$ cat src/rtl/fp_accum_stream_pkg.sv
// ---------------------------------------------------------------------------
// fp_accum_stream_pkg
// Shared definitions for the FP32 product accumulator:
//   - FP32 constants (zero, one, canonical quiet NaN)
//   - accumulator state encoding
//   - leading-zero counter used by the FP32 adder normaliser
// ---------------------------------------------------------------------------
package fp_accum_stream_pkg;

   localparam logic [31:0] FP_ZERO = 32'h0000_0000;
   localparam logic [31:0] FP_ONE  = 32'h3F80_0000;
   localparam logic [31:0] FP_QNAN = 32'h7FC0_0000;

   typedef enum logic {
      IDLE  = 1'b0,
      ACCUM = 1'b1
   } state_t;

   // Number of leading zeros in a 27-bit significand (27 when all zero).
   // Scanning from LSB to MSB lets the highest set bit win.
   function automatic logic [4:0] lzc27(input logic [26:0] v);
      logic [4:0] n;
      n = 5'd27;
      for (int i = 0; i < 27; i++) begin
         if (v[i]) n = 5'(26 - i);
      end
      return n;
   endfunction

endpackage

$ cat src/rtl/fp_accum_stream_if.sv
// ---------------------------------------------------------------------------
// fp_accum_stream_if
// Stream bundle between a product source and the accumulator.
//   clear     : synchronous abort of the current group
//   bias      : FP32 bias, taken with the first product of a group
//   valid_in  : data_in carries a valid product
//   data_in   : FP32 product
//   sum_out   : FP32 group result, held between pulses
//   valid_out : one-cycle result strobe
//   busy      : a group is partially accumulated
// master = product source / consumer of results, slave = accumulator.
// ---------------------------------------------------------------------------
interface fp_accum_stream_if;

   logic        clear;
   logic [31:0] bias;
   logic        valid_in;
   logic [31:0] data_in;
   logic [31:0] sum_out;
   logic        valid_out;
   logic        busy;

   modport master (
      output clear, bias, valid_in, data_in,
      input  sum_out, valid_out, busy
   );

   modport slave (
      input  clear, bias, valid_in, data_in,
      output sum_out, valid_out, busy
   );

endinterface

$ cat src/rtl/fp_accum_stream_fp_add32.sv
// ---------------------------------------------------------------------------
// fp_add32
// Combinational IEEE-754 single-precision adder.
//   sum : a + b, round-to-nearest-even
//   a   : FP32 operand
//   b   : FP32 operand
// Denormal inputs are treated as zero and denormal results flush to zero.
// +0 + -0 = +0; exact cancellation gives +0. No exception flags.
// Inf/NaN inputs propagate (inf - inf and any NaN give a quiet NaN).
// ---------------------------------------------------------------------------
module fp_add32
   import fp_accum_stream_pkg::*;
(
   output logic [31:0] sum,
   input  logic [31:0] a,
   input  logic [31:0] b
);

   logic               sa, sb;
   logic [7:0]         ea, eb;
   logic [22:0]        ma, mb;
   logic               a_zero, b_zero, a_spec, b_spec, is_nan;

   logic               swap;
   logic               big_s, small_s;
   logic [7:0]         big_e, small_e;
   logic [22:0]        big_m, small_m;
   logic [7:0]         diff;
   logic [4:0]         shamt;
   logic [53:0]        small_ext;
   logic [26:0]        big_sig, small_sig;
   logic               eff_sub;
   logic [27:0]        raw;
   logic [26:0]        norm;
   logic [4:0]         lz;
   logic signed [9:0]  exp_n;
   logic signed [9:0]  exp_r;
   logic               rnd_up;
   logic [24:0]        mant_r;
   logic [22:0]        frac;
   logic [31:0]        main_res;

   always_comb begin
      sa = a[31];  ea = a[30:23];  ma = a[22:0];
      sb = b[31];  eb = b[30:23];  mb = b[22:0];

      a_zero = (ea == 8'h00);
      b_zero = (eb == 8'h00);
      a_spec = (ea == 8'hFF);
      b_spec = (eb == 8'hFF);
      is_nan = (a_spec && (ma != 23'd0)) || (b_spec && (mb != 23'd0)) ||
               (a_spec && b_spec && (sa != sb));

      // Order operands by magnitude so the subtraction never goes negative.
      swap    = ({ea, ma} < {eb, mb});
      big_s   = swap ? sb : sa;
      big_e   = swap ? eb : ea;
      big_m   = swap ? mb : ma;
      small_s = swap ? sa : sb;
      small_e = swap ? ea : eb;
      small_m = swap ? ma : mb;

      // Alignment: 3 extra bits (guard, round, sticky). Shifts beyond 27 leave
      // only the sticky bit, so the shift amount is clamped there.
      diff      = big_e - small_e;
      shamt     = (diff > 8'd27) ? 5'd27 : diff[4:0];
      small_ext = {1'b1, small_m, 3'b000, 27'd0} >> shamt;
      small_sig = small_ext[53:27] | {26'd0, |small_ext[26:0]};
      big_sig   = {1'b1, big_m, 3'b000};

      eff_sub = big_s ^ small_s;
      lz      = 5'd0;
      if (!eff_sub) begin
         raw = {1'b0, big_sig} + {1'b0, small_sig};
         if (raw[27]) begin
            // Carry out: shift right one, folding the lost bit into sticky.
            norm  = {raw[27:2], raw[1] | raw[0]};
            exp_n = $signed({2'b00, big_e}) + 10'sd1;
         end else begin
            norm  = raw[26:0];
            exp_n = $signed({2'b00, big_e});
         end
      end else begin
         raw   = {1'b0, big_sig - small_sig};
         lz    = lzc27(raw[26:0]);
         // Large left shifts only happen when the exponents differ by <= 1,
         // in which case the difference is exact and no sticky is lost.
         norm  = raw[26:0] << lz;
         exp_n = $signed({2'b00, big_e}) - $signed({5'd0, lz});
      end

      // Round to nearest, ties to even.
      rnd_up = norm[2] & (norm[1] | norm[0] | norm[3]);
      mant_r = {1'b0, norm[26:3]} + {24'd0, rnd_up};
      exp_r  = exp_n + $signed({9'd0, mant_r[24]});
      frac   = mant_r[24] ? 23'd0 : mant_r[22:0];

      if (raw == 28'd0)
         main_res = FP_ZERO;
      else if (exp_r <= 10'sd0)
         main_res = {big_s, 31'd0};
      else if (exp_r >= 10'sd255)
         main_res = {big_s, 8'hFF, 23'd0};
      else
         main_res = {big_s, exp_r[7:0], frac};

      if (a_spec || b_spec) begin
         if (is_nan)
            sum = FP_QNAN;
         else if (a_spec)
            sum = {sa, 8'hFF, 23'd0};
         else
            sum = {sb, 8'hFF, 23'd0};
      end else if (a_zero && b_zero) begin
         sum = {sa & sb, 31'd0};
      end else if (a_zero) begin
         sum = b;
      end else if (b_zero) begin
         sum = a;
      end else begin
         sum = main_res;
      end
   end

endmodule

$ cat src/rtl/fp_accum_stream.sv
// ---------------------------------------------------------------------------
// fp_accum_stream
// Sums KERNEL_N consecutive valid FP32 products plus a per-group bias and
// emits the result with a one-cycle valid pulse.
//   clk    : system clock, rising edge
//   resetn : asynchronous active-low reset
//   s      : stream bundle (slave side): clear, bias, valid_in, data_in in;
//            sum_out, valid_out, busy out
// One shared combinational adder: operand A is the bias for the first product
// of a group (IDLE) and the running sum otherwise (ACCUM).
// ---------------------------------------------------------------------------
module fp_accum_stream
   import fp_accum_stream_pkg::*;
#(
   parameter int KERNEL_N = 9,
   parameter int CNT_W    = 8
) (
   input  logic                clk,
   input  logic                resetn,
   fp_accum_stream_if.slave    s
);

   localparam logic [CNT_W-1:0] LAST_CNT = CNT_W'(KERNEL_N - 1);

   state_t             state_reg, state_next;
   logic [CNT_W-1:0]   cnt_reg, cnt_next;
   logic [31:0]        acc_reg, acc_next;
   logic [31:0]        sum_out_reg, sum_out_next;
   logic               valid_out_reg, valid_out_next;

   logic [31:0]        op_a;
   logic [31:0]        add_res;

   assign op_a = (state_reg == IDLE) ? s.bias : acc_reg;

   fp_add32 u_add (
      .sum (add_res),
      .a   (op_a),
      .b   (s.data_in)
   );

   always_ff @(posedge clk or negedge resetn) begin
      if (!resetn) begin
         state_reg     <= IDLE;
         cnt_reg       <= '0;
         acc_reg       <= FP_ZERO;
         sum_out_reg   <= FP_ZERO;
         valid_out_reg <= 1'b0;
      end else begin
         state_reg     <= state_next;
         cnt_reg       <= cnt_next;
         acc_reg       <= acc_next;
         sum_out_reg   <= sum_out_next;
         valid_out_reg <= valid_out_next;
      end
   end

   always_comb begin
      state_next     = state_reg;
      cnt_next       = cnt_reg;
      acc_next       = acc_reg;
      sum_out_next   = sum_out_reg;
      valid_out_next = 1'b0;

      if (s.clear) begin
         // Abort wins over a coincident product, including a final one.
         state_next = IDLE;
         cnt_next   = '0;
         acc_next   = FP_ZERO;
      end else if (s.valid_in) begin
         unique case (state_reg)
            IDLE: begin
               acc_next   = add_res;
               cnt_next   = CNT_W'(1);
               state_next = ACCUM;
            end
            ACCUM: begin
               if (cnt_reg == LAST_CNT) begin
                  sum_out_next   = add_res;
                  valid_out_next = 1'b1;
                  cnt_next       = '0;
                  acc_next       = FP_ZERO;
                  state_next     = IDLE;
               end else begin
                  acc_next = add_res;
                  cnt_next = cnt_reg + CNT_W'(1);
               end
            end
            default: state_next = IDLE;
         endcase
      end
   end

   assign s.sum_out   = sum_out_reg;
   assign s.valid_out = valid_out_reg;
   assign s.busy      = (state_reg == ACCUM);

endmodule

$ cat src/flat_wrapper.sv
// flat-port wrapper written by rule: the top's interface ports become plain ports
module fp_accum_stream_flat import fp_accum_stream_pkg::*;
#(
   parameter int KERNEL_N = 9,
   parameter int CNT_W    = 8
)
  (clk, resetn, s_clear, s_bias, s_valid_in, s_data_in, s_sum_out, s_valid_out, s_busy);
  fp_accum_stream_if s_i ();
  input  logic clk;
  input  logic resetn;
  input wire logic [$bits(s_i.clear)-1:0] s_clear;
  input wire logic [$bits(s_i.bias)-1:0] s_bias;
  input wire logic [$bits(s_i.valid_in)-1:0] s_valid_in;
  input wire logic [$bits(s_i.data_in)-1:0] s_data_in;
  output wire logic [$bits(s_i.sum_out)-1:0] s_sum_out;
  output wire logic [$bits(s_i.valid_out)-1:0] s_valid_out;
  output wire logic [$bits(s_i.busy)-1:0] s_busy;
  assign s_i.clear = s_clear;
  assign s_i.bias = s_bias;
  assign s_i.valid_in = s_valid_in;
  assign s_i.data_in = s_data_in;
  assign s_sum_out = s_i.sum_out;
  assign s_valid_out = s_i.valid_out;
  assign s_busy = s_i.busy;
  fp_accum_stream #(.KERNEL_N(KERNEL_N), .CNT_W(CNT_W)) u_core (.clk(clk), .resetn(resetn), .s(s_i));
endmodule
$ cat config.mk
export PLATFORM = sky130hd
export DESIGN_NAME = fp_accum_stream_flat
export DESIGN_NICKNAME = d
export VERILOG_FILES = /design/src/rtl/fp_accum_stream_pkg.sv /design/src/rtl/fp_accum_stream_if.sv /design/src/rtl/fp_accum_stream_fp_add32.sv /design/src/rtl/fp_accum_stream.sv /design/src/flat_wrapper.sv
export SDC_FILE = /design/constraint.sdc
export NUM_CORES = 1
export LEC_CHECK = 0
export ABC_CLOCK_PERIOD_IN_PS = 23600
export BUFFER_PORTS_ARGS = -buffer_cell sky130_fd_sc_hd__buf_2
export CAP_MARGIN = 15
export CORE_UTILIZATION = 25
export CTS_CLUSTER_DIAMETER = 200
export DETAILED_ROUTE_END_ITERATION = 6
export PLACE_DENSITY = 0.51
export SLEW_MARGIN = 25
export SYNTH_ARGS = -nofsm -noshare
export SYNTH_HDL_FRONTEND = slang
export SYNTH_SLANG_ARGS = --single-unit
$ cat constraint.sdc
create_clock -name clk -period 23.6 [get_ports clk]
set_clock_uncertainty 0.2 [all_clocks]
set_input_delay 1.18 -clock clk [delete_from_list [all_inputs] [get_ports clk]]
set_output_delay 1.18 -clock clk [all_outputs]
set_load 0.02 [all_outputs]
* Yosys cells after proc, flatten, opt, wreduce, memory -nomap -nowiden
Cells that the tools add are included.
** Cells by class
- Add/sub/neg operators :: 8
- Order comparisons :: 4
- Equal/unequal tests :: 4
- Shift operators :: 2
- Multiplexer cells :: 67
- Bitwise logic cells :: 9
- Reduce and logical (&&, ||, !) cells :: 16
** Operators with widths (number)
- two-way mux 32 bit :: 11
- two-way mux 5 bit :: 28
- two-way mux 23 bit :: 3
- case mux 32 bit (2 select lines) :: 1
- two-way mux 31 bit :: 2
- two-way mux 27 bit :: 2
- right shift 54 x 5 -> 54 bit :: 1
- nonzero test 23 bit :: 2
- two-way mux 8 bit :: 5
- < comparator 31 bit :: 1
- adder 27 x 27 -> 28 bit :: 1
- logical NOT 28 bit :: 1
- two-way mux 28 bit :: 1
- OR 27 x 1 -> 27 bit :: 1
- OR reduction 27 bit :: 1
- << shifter 27 x 5 -> 27 bit :: 1
- subtractor 27 bit :: 1
- adder 24 x 1 -> 25 bit :: 1
- == test 8 bit, second input constant :: 2
- logical NOT 8 bit :: 2
- case mux 8 bit (2 select lines) :: 1
- adder 10 x 2 -> 10 bit :: 1
- >= comparator 10 x 9 -> 1 bit, second input constant :: 1
- <= comparator 10 x 1 -> 1 bit, second input constant :: 1
- other kinds (19) :: 38
** Word-level totals
- Bits in registers :: 74
- Bits of input ports :: 68
- Output and inout port bits :: 34
- Logic and storage cells :: 115

* Logic depth before layout (Yosys ltp)
Gate-level depths: netlist of the first run.
- Word-level depth :: 57
- Gate-level depth with buffers :: 83
- Depth with buffers taken out :: 69

* By module
A second synthesis of the first run with hierarchy kept.
** Unflattened totals
- Cell total of the unflattened synthesis :: 2227
- Area total of the unflattened synthesis :: 16072.9 sq um
** By module, submodules not included
- fp_add32 :: instances 1, cells an instance 1999, area each 12846.1 sq um, seq. area each 0.0 sq um
- fp_accum_stream :: instances 1, cells an instance 228, area each 3226.8 sq um, seq. area each 1851.8 sq um

* Least setup slack after synthesis of the first run
Ideal clock, no wire load.
- Kind :: register to register
- Start :: register u_core.state_reg (netlist: u_core.s.busy)
- End :: register u_core.sum_out_reg[22] (netlist: u_core.s.sum_out[22])
- Setup time :: 0.125 ns
- Arrival time :: 16.920 ns
- Data required time :: 23.275 ns
- Slack :: 6.356 ns
- Cell stages (with the launch flop) :: 83
- Buffers on the path :: 18
- Clock period less this slack :: 17.244 ns
- Cells stage by stage :: dfrtp_1 -> buf_6 -> buf_1 -> clkbuf_1 -> clkbuf_1 -> mux2_2 -> ha_1 -> a21oi_1 -> o21a_1 -> o211ai_1 -> a21o_1 -> nor2_1 -> clkbuf_1 -> clkbuf_1 -> buf_1 -> clkbuf_1 -> buf_1 -> a21oi_1 -> [47 not listed] -> and2_1 -> o2111a_2 -> nand2_1 -> nor4_2 -> ha_1 -> ha_1 -> nand3b_1 -> xor2_1 -> or4bb_1 -> or4b_2 -> o211a_1 -> nand2_1 -> nor2_1 -> o31ai_4 -> buf_4 -> nand3b_1 -> a21oi_1 -> mux2_2
** On the way
- Word-level cells in the longest chain between the ends :: 53
- Elaborated cells between the ends (all ways) :: 83
- Classes of those cells :: add/sub (7); order compare (4); eq/ne (2); shift (2); mux (50); bitwise (6); reduce/logical (12)
** RTL lines
- start: declaration :: line fp_accum_stream.sv:25 : state_t state_reg, state_next;
- start signal: assignment :: line fp_accum_stream.sv:50 : state_reg <= state_next;
- two-way mux 32 bit :: line fp_accum_stream.sv:34 : assign op_a = (state_reg == IDLE) ? s.bias : acc_reg;
- < comparator 31 bit :: line fp_accum_stream_fp_add32.sv:55 : swap = ({ea, ma} < {eb, mb});
- two-way mux 8 bit (on tied branches) :: line fp_accum_stream_fp_add32.sv:57, fp_accum_stream_fp_add32.sv:60
- subtractor 8 bit :: line fp_accum_stream_fp_add32.sv:65 : diff = big_e - small_e;
- > comparator 8 x 5 -> 1 bit :: line fp_accum_stream_fp_add32.sv:66 : shamt = (diff > 8'd27) ? 5'd27 : diff[4:0];
- two-way mux 5 bit :: line fp_accum_stream_fp_add32.sv:66
- right shift 54 x 5 -> 54 bit :: line fp_accum_stream_fp_add32.sv:67 : small_ext = {1'b1, small_m, 3'b000, 27'd0} >> shamt;
- OR reduction 27 bit :: line fp_accum_stream_fp_add32.sv:68 : small_sig = small_ext[53:27] | {26'd0, |small_ext[26:0]};
- [37 not listed]
- >= comparator 10 x 9 -> 1 bit :: line fp_accum_stream_fp_add32.sv:102 : else if (exp_r >= 10'sd255)
- two-way mux 31 bit :: line fp_accum_stream_fp_add32.sv:102
- two-way mux 31 bit :: line fp_accum_stream_fp_add32.sv:100 : else if (exp_r <= 10'sd0)
- two-way mux 32 bit :: line fp_accum_stream_fp_add32.sv:98 : if (raw == 28'd0)
- two-way mux 32 bit :: line fp_accum_stream_fp_add32.sv:118 : end else if (b_zero) begin
- two-way mux 32 bit :: line fp_accum_stream_fp_add32.sv:116 : end else if (a_zero) begin
- two-way mux 32 bit :: line fp_accum_stream_fp_add32.sv:114 : end else if (a_zero && b_zero) begin
- two-way mux 32 bit :: line fp_accum_stream_fp_add32.sv:107 : if (a_spec || b_spec) begin
- end signal: assignment :: line fp_accum_stream.sv:53 : sum_out_reg <= sum_out_next;
- end: declaration :: line fp_accum_stream.sv:28 : logic [31:0] sum_out_reg, sum_out_next;
Several ways; a longest one is shown, not always the timed one. The select of a mux whose other input is x is not followed.
A chain may end at the register's enable or synchronous reset.

* Worst setup path after layout of the first run
- Start :: input s_bias[25]
- End :: register u_core.acc_reg[1]
** On the way
- Word-level cells in the longest chain between the ends :: 57
- Elaborated cells between the ends (all ways) :: 84
- Classes of those cells :: add/sub (7); order compare (4); eq/ne (1); shift (2); mux (54); bitwise (6); reduce/logical (10)
** RTL lines
- start: declaration :: line flat_wrapper.sv:12 : input wire logic [$bits(s_i.bias)-1:0] s_bias;
- two-way mux 32 bit (*) :: line fp_accum_stream.sv:34
- < comparator 31 bit :: line fp_accum_stream_fp_add32.sv:55
- two-way mux 8 bit (on tied branches) :: line fp_accum_stream_fp_add32.sv:57, fp_accum_stream_fp_add32.sv:60
- subtractor 8 bit :: line fp_accum_stream_fp_add32.sv:65
- > comparator 8 x 5 -> 1 bit :: line fp_accum_stream_fp_add32.sv:66
- two-way mux 5 bit :: line fp_accum_stream_fp_add32.sv:66
- right shift 54 x 5 -> 54 bit :: line fp_accum_stream_fp_add32.sv:67
- OR reduction 27 bit :: line fp_accum_stream_fp_add32.sv:68
- [41 not listed]
- two-way mux 32 bit :: line fp_accum_stream_fp_add32.sv:118
- two-way mux 32 bit :: line fp_accum_stream_fp_add32.sv:116
- two-way mux 32 bit :: line fp_accum_stream_fp_add32.sv:114
- two-way mux 32 bit (*) :: line fp_accum_stream_fp_add32.sv:107
- two-way mux 32 bit :: line fp_accum_stream.sv:78 : if (cnt_reg == LAST_CNT) begin
- case mux 32 bit (2 select lines) (*) :: line fp_accum_stream.sv:71 : unique case (state_reg)
- two-way mux 32 bit (*) :: line fp_accum_stream.sv:70 : end else if (s.valid_in) begin
- two-way mux 32 bit (*) :: line fp_accum_stream.sv:65 : if (s.clear) begin
- end signal: assignment :: line fp_accum_stream.sv:52 : acc_reg <= acc_next;
- end: declaration :: line fp_accum_stream.sv:27 : logic [31:0] acc_reg, acc_next;
Mark *: on every way between the ends. The rest lies on a longest branch, timed or not. The select of a mux whose other input is x is not followed.

==> results of run 1 <==
[per-stage QoR]
stage	cell area [um^2]	std cells	hold slack [ns]	total power [mW]
floorplan	15900	2293	0.243	1.19
global placement	17200	3152	0.257	1.72
detailed placement	17300	3153	0.260	1.71
CTS	17600	3169	0.273	1.87
global route	17600	3170	0.286	2.02
finish	17600	3170	0.270	1.94
[power breakdown]
group | internal [mW] | switching, mW
logic | 0.491 | 1.14
clock network | 0.101 | 0.0545
registers | 0.142 | 0.0105
total | 0.734 | 1.21
[worst max-delay path: cells and delay by family]
| kind | cells | cell delay [ns] |
|---|---|---|
| xor gates and xnor gates | 2 | 0.39 |
| adders and majority gates | 6 | 1.85 |
| AOI/OAI and AO/OA | 27 | 6.84 |
| buffers and inverters | 3 | 0.64 |
| and+or+nand+nor | 26 | 7.80 |
| muxes | 2 | 0.89 |
[cell type report]
class / count / area [um^2] / share of cell area, %
timing repair buffer: 146 / 872 / 4.95
inverter: 123 / 462 / 2.62
multi-input combinational: 1965 / 13000 / 74.0
clock buffer: 12 / 267 / 1.51
clock inverter: 4 / 72.6 / 0.412
sequential: 74 / 1850 / 10.5
tap: 846 / 1060 / 6.00
[logic make-up (layout without fill, tap and decap cells)]
| kind of cell | count (synthesis) | count (layout) | synth area share [%] |
|---|---|---|---|
| compound gates | 863 | 863 | 38.1 |
| simple gates | 840 | 840 | 25.7 |
| buf+inv | 254 | 285 | 6.62 |
| fa+ha+maj | 95 | 95 | 7.57 |
| mux | 85 | 85 | 5.84 |
| xor+xnor | 82 | 82 | 4.56 |
| flops | 74 | 74 | 11.6 |
[layout by cell type, fill, tap and decap left out, types with 10 or more instances in the layout]
cell,count
o31ai_1,22
nor4_1,21
a22o_1,24
buf_2,100
a211o_1,16
o211ai_1,36
o221ai_1,21
or3_1,13
ha_1,93
o21bai_1,15
and4_1,10
o21a_1,10
xnor2_1,60
a31oi_1,18
nand4_1,40
xor2_1,19
o21ai_0,137
buf_4,43
dfrtp_1,73
a21oi_1,205
and2_1,22
a211oi_1,35
a221oi_1,10
nor2_1,239
nand3_1,79
o22ai_1,21
mux2_2,31
o2111ai_1,14
o21ai_1,23
a21o_1,59
nand2b_1,19
nor3_1,78
or2_2,14
and3_1,27
mux2i_1,50
inv_1,119
nand2_1,213
a22oi_1,42
nor2b_1,16
[layer usage]
layer / share of wire, % / wire length (um) / vias up / global-route usage, %
met5: 0 / 0 / - / 0
met2: 44 / 37300 / 1187 / 40.2
met4: 3.8 / 3190 / 0 / 8.09
met1: 44 / 37200 / 9537 / 35.5
met3: 8.7 / 7370 / 181 / 2.90
li1: - / - / 8711 / -
[worst paths after layout]
path | from | endpoint | slack (ns)
max | s_bias[25] | u_core.acc_reg[1] | 3.96
min in group asynchronous | resetn | u_core.s.sum_out[26] | 0.68
max reg2reg | u_core.s.busy | u_core.acc_reg[1] | 4.18
max in group asynchronous | resetn | u_core.s.busy | 22.03
min | u_core.s.sum_out[26] | u_core.s.sum_out[26] | 0.27
min reg2reg | u_core.s.sum_out[26] | u_core.s.sum_out[26] | 0.27
==> flow_metrics.env, run 1 <==
export IMPL_ys_warn_count=0
export IMPL_drt_iter0_markers=2853
export IMPL_pre_cts_slack_ns=4.18
export IMPL_clock_sinks=74
export IMPL_post_cts_resized=0
export IMPL_crit_path_max_fanout=41
export IMPL_rsz0062_at_grt="no"
export IMPL_yosys_top_cells_count="nor2_1, nand2_1, a21oi_1, o21ai_0, inv_1"
export IMPL_synth_top_area_share_pct=11.6
export IMPL_fin_crit_ns=19.64
export IMPL_hold_viol_final=0
export IMPL_finalWirelength_um=85000
export IMPL_antenna_found_initial=1
export IMPL_htree_num_levels=3
export IMPL_ir_drop_mv=0.0377
export IMPL_final_util_pct=28.0
export IMPL_dr_pass1_iters=6
export IMPL_gp_congestion=1.02
export IMPL_fmax_mhz=50.9
export IMPL_die_h_um=254
export IMPL_slowest_stage="nor4_1"
export IMPL_grt_usage_pct=25.3
export IMPL_coreArea_mm2=0.0630
export IMPL_dp_hpwl_um=68800
export IMPL_worstRegToRegCells=65
export IMPL_fillerInstances=6993
export IMPL_placement_rows=92
export IMPL_leakage_nw=7.32
export IMPL_io_buffers=101
export IMPL_worst_endpoint_required_ns=23.63
export IMPL_end_kind="flip-flop"
export IMPL_worst_pin_slew_ns=0.969
export IMPL_io_pins=102
export IMPL_synthCells=2293
export IMPL_clkLatencyLatePin_ns=0.34
export IMPL_crit_top_cell="nand2_1"
export IMPL_yosysMostFrequentCell="nor2_1"
export IMPL_hold_path_depth=1
export IMPL_yosysSeqAreaShare_pct=11.6
export IMPL_synthTopCellsByArea="dfrtp_1, ha_1, a21oi_1, nor2_1, nand2_1"
export IMPL_vias=19616
export IMPL_fin_ws_ns=3.96
export IMPL_maxCapViolations=0
export IMPL_die_w_um=254
export IMPL_cts_buffer_depth=2
export IMPL_max_stage_delay_ns=0.87
export IMPL_relSlewSlack_pct=34.9
export IMPL_netlist_area_mm2=0.0159
export IMPL_status="completed"
export IMPL_root_buffer="clkbuf_16"
export IMPL_finalCritPeriodShare_pct=83.2
export IMPL_syn_area_per_cell_um2=6.94
export IMPL_drc=0
export IMPL_wl_per_cell_um=26.8
export IMPL_start_util_pct=25.3
export IMPL_postCtsHoldBufs=0
export IMPL_synth_area_leader_cell="dfrtp_1"
export IMPL_tns_ns=0
export IMPL_cp_start_kind="input port"
export IMPL_nets=2482
export IMPL_synth_cell_types=127
export IMPL_grt_max_degree=84
export IMPL_synthArstFlopShare_pct=100
export IMPL_min_path_type="flip-flop to flip-flop"
export IMPL_dieArea_mm2=0.0646
export IMPL_synth_nets=2456
export IMPL_slew_violations=0
export IMPL_setup_viol=0
export IMPL_diodes=0
export IMPL_critPathKind="input port to flip-flop"
export IMPL_p_per_area_mw_per_mm2=110
export IMPL_synth_edf_count=0
export IMPL_post_cts_buffers=0
export IMPL_grt_pass1_vias=18181
export IMPL_synthToLayoutAreaGrowth_pct=10.8
export IMPL_synth_seq_cells=74
export IMPL_drive_gt1_share_pct=12.3
export IMPL_overflow=0
export IMPL_routed_via_density=6.19
export IMPL_cts_clk_slew_worst_paths_ns=0.06
export IMPL_cts_tree="built"
export IMPL_drtAntennaViolNets=0
export IMPL_cts_made_buffers=9
export IMPL_grt_pass1_wl_um=124000
export IMPL_synth_ff_type="dfrtp_1"
export IMPL_cp_arrival_ns=19.67
(Power assumes the default switching activity.)
==> run 2: changes to the inputs <==
--- a/config.mk
+++ b/config.mk
@@ -5,13 +5,14 @@
 export SDC_FILE = /design/constraint.sdc
 export NUM_CORES = 1
 export LEC_CHECK = 0
-export ABC_CLOCK_PERIOD_IN_PS = 23600
+export ABC_AREA = 1
+export ABC_CLOCK_PERIOD_IN_PS = 16700
 export BUFFER_PORTS_ARGS = -buffer_cell sky130_fd_sc_hd__buf_2
 export CAP_MARGIN = 15
 export CORE_UTILIZATION = 25
 export CTS_CLUSTER_DIAMETER = 200
 export DETAILED_ROUTE_END_ITERATION = 6
-export PLACE_DENSITY = 0.51
+export PLACE_DENSITY = 0.52
 export SLEW_MARGIN = 25
 export SYNTH_ARGS = -nofsm -noshare
 export SYNTH_HDL_FRONTEND = slang
==> constraint.sdc (replaced) <==
create_clock -name clk -period 16.7 [get_ports clk]
set_clock_uncertainty 0.2 [all_clocks]
set_input_delay 0.835 -clock clk [delete_from_list [all_inputs] [get_ports clk]]
set_output_delay 0.835 -clock clk [all_outputs]
set_load 0.02 [all_outputs]
==> run 2 against run 1 <==
Effect of this change: sequential power up 45%; die area fell by 13%; area after synthesis fell by 13%; utilization decreased by 0.091 points; clock power grew 40%; global-route usage decreased by 5.4 points; synthesized cell count is 6.1% higher; critical endpoint is now u_core.acc_reg[2].
==> flow_metrics.env, run 2 <==
export IMPL_status="completed"
export IMPL_layout_common_cells="nand2_1, nand3_1, inv_1, o21ai_0, nor2_1"
export IMPL_max_stage_delay_ns=0.58
export IMPL_clock_sinks=74
export IMPL_synth_mux_area_share_pct=0.145
export IMPL_routed_via_density=5.18
export IMPL_synth_top_area_share_pct=19.3
export IMPL_maxCapViolations=0
export IMPL_use_met1_pct=27.6
export IMPL_final_util_pct=27.9
export IMPL_cts_buffer_depth=2
export IMPL_syn_area_per_cell_um2=5.68
export IMPL_mostFrequentLayoutCell="nand2_1"
export IMPL_tns_ns=0
export IMPL_diodes=0
export IMPL_clkLatencyLatePin_ns=0.34
export IMPL_io_pins=102
export IMPL_yosysSeqAreaShare_pct=13.4
export IMPL_synth_area_leader_cell="nand2_1"
export IMPL_relSlewSlack_pct=31.6
export IMPL_post_cts_resized=0
export IMPL_p_per_area_mw_per_mm2=152
export IMPL_wl_per_cell_um=18.2
export IMPL_io_buffers=101
export IMPL_ys_warn_count=0
export IMPL_nets=2622
export IMPL_dpl_instance_area_mm2=0.0148
export IMPL_synth_compound_area_share_pct=16.9
export IMPL_grtUsageMet2_pct=31.7
export IMPL_synthToLayoutAreaGrowth_pct=9.51
export IMPL_synth_top_family_by_area="simple AND/OR/NAND/NOR gates"
export IMPL_met3_usage_pct=2.02
export IMPL_postCtsHoldBufs=0
export IMPL_synth_ff_type="dfrtp_1"
export IMPL_synth_cell_types=61
export IMPL_cp_start_kind="flip-flop"
export IMPL_leakage_nw=7.71
export IMPL_fin_area_mm2=0.0151
export IMPL_drt_iter0_markers=1616
export IMPL_htree_num_levels=3
export IMPL_placement_rows=85
export IMPL_cts_made_buffers=9
export IMPL_hold_viol_final=0
export IMPL_die_w_um=237
export IMPL_drive_gt1_share_pct=9.74
export IMPL_rsz0062_at_grt="no"
export IMPL_start_util_pct=25.5
export IMPL_dieArea_mm2=0.0562
export IMPL_yosys_top_cells_count="nand2_1, nand3_1, inv_1, o21ai_0, nor2_1"
export IMPL_post_cts_buffers=0
export IMPL_overflow=0
export IMPL_worst_pin_slew_ns=1.01
export IMPL_fillerInstances=6289
export IMPL_power_mw=2.31
export IMPL_gp_congestion=0.968
export IMPL_slew_violations=0
export IMPL_finalCritPeriodShare_pct=89.8
export IMPL_dp_hpwl_um=47200
export IMPL_worstRegToRegCells=70
export IMPL_drtAntennaViolNets=0
export IMPL_grt_pass1_wl_um=88000
export IMPL_antenna_found_initial=1
export IMPL_grt_pass1_vias=14979
export IMPL_synthTopCellsByArea="nand2_1, dfrtp_1, nand3_1, ha_1, inv_1"
export IMPL_fmax_mhz=66.7
export IMPL_synth_seq_cells=74
export IMPL_cts_tree="built"
export IMPL_finalWirelength_um=57400
export IMPL_slowest_stage="nor3_1"
export IMPL_busiest_layer="met2"
export IMPL_synthArstFlopShare_pct=100
export IMPL_crit_top_cell="nand2_1"
export IMPL_crit_path_max_fanout=78
export IMPL_synth_simple_area_share_pct=45.0
export IMPL_yosysMostFrequentCell="nand2_1"
export IMPL_dr_pass1_iters=6
export IMPL_root_buffer="clkbuf_16"
export IMPL_grt_max_degree=79
export IMPL_min_path_type="flip-flop to flip-flop"
export IMPL_drc=0
export IMPL_netlist_area_mm2=0.0138
export IMPL_end_kind="flip-flop"
export IMPL_fin_crit_ns=15.00
export IMPL_cts_clk_slew_worst_paths_ns=0.07
export IMPL_hold_path_depth=2
export IMPL_die_h_um=237
export IMPL_ir_drop_mv=0.0571
export IMPL_synthCells=2432
export IMPL_synthAdderAreaFrac_pct=8.71
export IMPL_cp_arrival_ns=15.05
export IMPL_synth_edf_count=0
export IMPL_coreArea_mm2=0.0542
export IMPL_synth_xor_xnor_area_share_pct=3.65
export IMPL_worst_endpoint_required_ns=16.75
export IMPL_synth_nets=2595
export IMPL_vias=16377
export IMPL_setup_viol=0
export IMPL_grt_usage_pct=19.9
export IMPL_critPathKind="flip-flop to flip-flop"
-- run 2: cell count changes in the layout (fill, tap and decap cells not counted), sizes merged, moves of 34 or more --
cell	before	now
a22oi	44	1
a21oi	210	134
o21ai	162	198
a21o	60	3
nand3	79	351
xnor2	63	11
mux2i	51	2
o211ai	39	5
inv	122	303
nor2	244	155
nand2	216	725
a211oi	41	6
nor3	80	25
-- run 2: area by class of cell --
| cell class | count | area, um^2 | area share (%) |
|---|---|---|---|
| Multi-Input combinational cell | 1948 | 10300 | 68.0 |
| Clock buffer | 10 | 239 | 1.58 |
| Sequential cell | 74 | 1850 | 12.2 |
| Tap cell | 696 | 871 | 5.75 |
| Inverter | 311 | 1170 | 7.75 |
| Timing Repair Buffer | 115 | 617 | 4.08 |
| Clock inverter | 6 | 97.6 | 0.645 |
-- run 2: cells by family after synthesis --
group,Yosys count
buffers and inverters,410
xor gates and xnor gates,55
AOI/OAI and AO/OA,415
DFF,74
muxes,2
adders and majority gates,95
and+or+nand+nor,1381
-- run 2: final timing paths --
check / start / slack (ns) / endpoint
setup / recovery: u_core.s.busy / 1.70 / u_core.acc_reg[2]
hold / removal: u_core.acc_reg[13] / 0.28 / u_core.acc_reg[13]
setup reg to reg: u_core.s.busy / 1.70 / u_core.acc_reg[2]
hold reg to reg: u_core.acc_reg[13] / 0.28 / u_core.acc_reg[13]
max in group asynchronous: resetn / 15.52 / u_core.acc_reg[16]
min in group asynchronous: resetn / 0.32 / u_core.cnt_reg[2]
-- run 2: metrics by stage --
| stage | setup WS, ns | hold WS, ns | instances |
|---|---|---|---|
| detailed placement | 1.88 | 0.261 | 3144 |
| CTS | 1.99 | 0.277 | 3160 |
| global route | 0.167 | 0.295 | 3160 |
| global placement | 1.83 | 0.259 | 3144 |
| floorplan | 4.29 | 0.242 | 2432 |
| finish | 1.70 | 0.278 | 3160 |
-- run 2: per-layer routing --
| metal | vias up | part of all wire (%) |
|---|---|---|
| met5 | - | 0.016 |
| met4 | 2 | 3.6 |
| met3 | 109 | 5.8 |
| met2 | 627 | 45 |
| met1 | 7500 | 46 |
| li1 | 8139 | - |
-- run 2: where the power goes --
part / internal [mW] / switching (mW)
Clock: 0.137 / 0.0822
Combinational: 0.526 / 1.34
Sequential: 0.207 / 0.0139
Total: 0.870 / 1.44
-- run 2: critical path, delay by kind of cell, from the launching register on --
kind / cells / cell delay, ns
AOI/OAI and AO/OA: 14 / 3.36
adders and majority gates: 5 / 1.40
buffers and inverters: 10 / 1.87
DFF: 1 / 0.38
and+or+nand+nor: 41 / 7.62
==> run 3: changes to the inputs <==
--- a/config.mk
+++ b/config.mk
@@ -16,4 +16,5 @@
 export SLEW_MARGIN = 25
 export SYNTH_ARGS = -nofsm -noshare
 export SYNTH_HDL_FRONTEND = slang
+export SYNTH_HIERARCHICAL = 1
 export SYNTH_SLANG_ARGS = --single-unit
==> run 3 against run 2 <==
Effect of this change: total power decreased by 2.2%; critical path depth increased by 10; clock power decreased by 9%; first-iteration DRC count increased by 6.3%; fmax increased by 0.65%; clock-buffer cell count unchanged; register-to-register slack improved by 0.097 ns; non-clock buffer count decreased by 1; cell count increased by 6.3%; die area increased by 4.0%.
==> flow_metrics.env, run 3 <==
export IMPL_status="completed"
export IMPL_overflow=0
export IMPL_met3WireLength_um=3930
export IMPL_final_cell_count_no_fill=3359
export IMPL_synth_ff_type="dfrtp_1"
export IMPL_synth_nets=2743
export IMPL_drtAntennaViolNets=0
export IMPL_relSlewSlack_pct=35.0
export IMPL_max_stage_delay_ns=0.86
export IMPL_drt_iter0_markers=1718
export IMPL_cp_start_kind="flip-flop"
export IMPL_cts_made_buffers=9
export IMPL_crit_path_max_fanout=91
export IMPL_yosysMostFrequentCell="nand2_1"
export IMPL_top_layer_used="met4"
export IMPL_ir_drop_mv=0.0776
export IMPL_cts_buffer_depth=2
export IMPL_dr_pass1_iters=6
export IMPL_vias=16827
export IMPL_min_path_type="input port to asynchronous set/reset pin"
export IMPL_grt_pass1_vias=15108
export IMPL_fin_crit_ns=14.90
export IMPL_gp_congestion=0.957
export IMPL_synth_area_leader_cell="nand2_1"
export IMPL_wl_met2_um=24200
export IMPL_diodes=0
export IMPL_finalWirelength_um=57400
export IMPL_placement_rows=87
export IMPL_post_cts_resized=0
export IMPL_hold_viol_final=0
export IMPL_clock_sinks=74
export IMPL_dp_hpwl_um=46900
export IMPL_coreArea_mm2=0.0566
export IMPL_slew_violations=0
export IMPL_clkLatencyLatePin_ns=0.35
export IMPL_yosys_top_cells_count="nand2_1, nand3_1, inv_1, nor2_1, a21oi_1"
export IMPL_root_buffer="clkbuf_16"
export IMPL_synth_top_area_share_pct=22.3
export IMPL_drc=0
export IMPL_drive_gt1_share_pct=9.45
export IMPL_antenna_found_initial=0
export IMPL_synth_seq_cells=74
export IMPL_rsz0062_at_grt="no"
export IMPL_post_cts_buffers=0
export IMPL_m1WireLength_um=27600
export IMPL_leakage_nw=8.53
export IMPL_end_kind="flip-flop"
export IMPL_netlist_area_mm2=0.0144
export IMPL_layout_common_cells="nand2_1, nand3_1, inv_1, nor2_1, a21oi_1"
export IMPL_wl_per_cell_um=17.1
export IMPL_postCtsHoldBufs=0
export IMPL_critPathKind="flip-flop to flip-flop"
export IMPL_maxCapViolations=0
export IMPL_synthToLayoutAreaGrowth_pct=9.07
export IMPL_crit_top_cell="nand2_1"
export IMPL_worst_endpoint_required_ns=16.78
export IMPL_cp_arrival_ns=14.99
export IMPL_io_buffers=101
export IMPL_grt_pass1_wl_um=87600
export IMPL_start_util_pct=25.4
export IMPL_cts_clk_slew_worst_paths_ns=0.06
export IMPL_finalCritPeriodShare_pct=89.3
export IMPL_dieArea_mm2=0.0585
export IMPL_htree_num_levels=3
export IMPL_fmax_mhz=67.1
export IMPL_setup_viol=0
export IMPL_worst_pin_slew_ns=0.965
export IMPL_grt_max_degree=92
export IMPL_tns_ns=0
export IMPL_mostFrequentLayoutCell="nand2_1"
export IMPL_die_w_um=242
export IMPL_grt_usage_pct=18.7
export IMPL_synth_edf_count=0
export IMPL_die_h_um=242
export IMPL_ys_warn_count=6
export IMPL_syn_area_per_cell_um2=5.58
export IMPL_p_per_area_mw_per_mm2=144
export IMPL_nets=2764
export IMPL_synthArstFlopShare_pct=100
export IMPL_routed_via_density=5.01
export IMPL_synthCells=2577
export IMPL_cts_tree="built"
export IMPL_slowest_stage="ha_1"
export IMPL_yosysSeqAreaShare_pct=12.9
export IMPL_synth_cell_types=68
export IMPL_dpl_cell_count=3343
export IMPL_synthTopCellsByArea="nand2_1, dfrtp_1, nand3_1, ha_1, inv_1"
export IMPL_io_pins=102
==> run 3: changes by cell type in the layout (fill, tap and decap cells not counted), moves of 8 or more <==
cell | before | now
inv_1 | 277 | 289
a22oi_1 | 1 | 9
o21ai_1 | 45 | 10
nand2_2 | 11 | 25
nand2_1 | 709 | 856
or2_2 | 18 | 2
nand3_1 | 342 | 368
nor4_1 | 20 | 12
nor2_1 | 139 | 153
o21ai_0 | 145 | 128
nand4_1 | 72 | 59
o22ai_1 | 40 | 16
==> run 3: report_power, final <==
part,switching (mW),leakage [nW],internal (mW),total [mW]
clock,0.0798,0.149,0.120,0.200
sequential,0.0115,1.01,0.202,0.213
combinational,1.33,7.37,0.514,1.84
==> run 3: critical path: cells and delay by family (launching register included) <==
family,cells,cell delay (ns)
AOI/OAI and AO/OA,14,2.93
DFF,1,0.37
xor gates and xnor gates,1,0.27
buffers and inverters,12,2.19
and+or+nand+nor,49,7.29
adders and majority gates,4,1.52
==> run 3: worst paths after layout <==
kind	from	endpoint	slack [ns]	cells past startpoint
max in group asynchronous	resetn	u_core/cnt_reg[4]	15.13	2
worst min register to register	u_core/acc_reg[4]	u_core/acc_reg[4]	0.28	2
min in group clk	u_core/acc_reg[4]	u_core/acc_reg[4]	0.28	2
worst min-delay path	resetn	u_core/s.sum_out[7]	0.13	1
worst max register to register	u_core/s.busy	u_core/acc_reg[4]	1.80	80
worst max-delay path	u_core/s.busy	u_core/acc_reg[4]	1.80	80
==> run 3: cell type report <==
| cell class | count | area, um^2 |
|---|---|---|
| inverters | 332 | 1260 |
| repair buffers | 114 | 606 |
| multi-input cells | 2067 | 10700 |
| clock inverters | 6 | 65.1 |
| clock buffers | 10 | 239 |
| flip-flops and latches | 74 | 1850 |
| well taps | 756 | 946 |
| fillers | 6651 | 40900 |
==> run 3: routing by layer <==
metal	up-vias	track usage [%]
met5	-	0
met4	0	5.47
met3	87	2.50
met2	650	28.7
met1	7649	27.1
li1	8441	-
==> run 3: through the flow <==
stage | worst slack, ns | instance area (um^2) | utilization [%] | hold WS [ns] | total power, mW
6_report | 1.80 | 15700 | 27.7 | 0.128 | 2.26
5_1_grt | 0.369 | 15700 | 27.7 | 0.141 | 2.44
4_1_cts | 1.96 | 15700 | 27.7 | 0.126 | 2.22
3_5_place_dp | 1.80 | 15400 | 27.2 | 0.260 | 2.00
3_3_place_gp | 1.23 | 15400 | 27.2 | 0.260 | 2.02
2_1_floorplan | 4.98 | 14400 | - | 0.249 | 1.50
==> run 3: kinds of logic after synthesis <==
group	share of synthesized area, %
xor+xnor	3.40
compound gates	14.0
buf+inv	12.6
fa+ha+maj	8.63
flops	12.9
simple gates	48.5
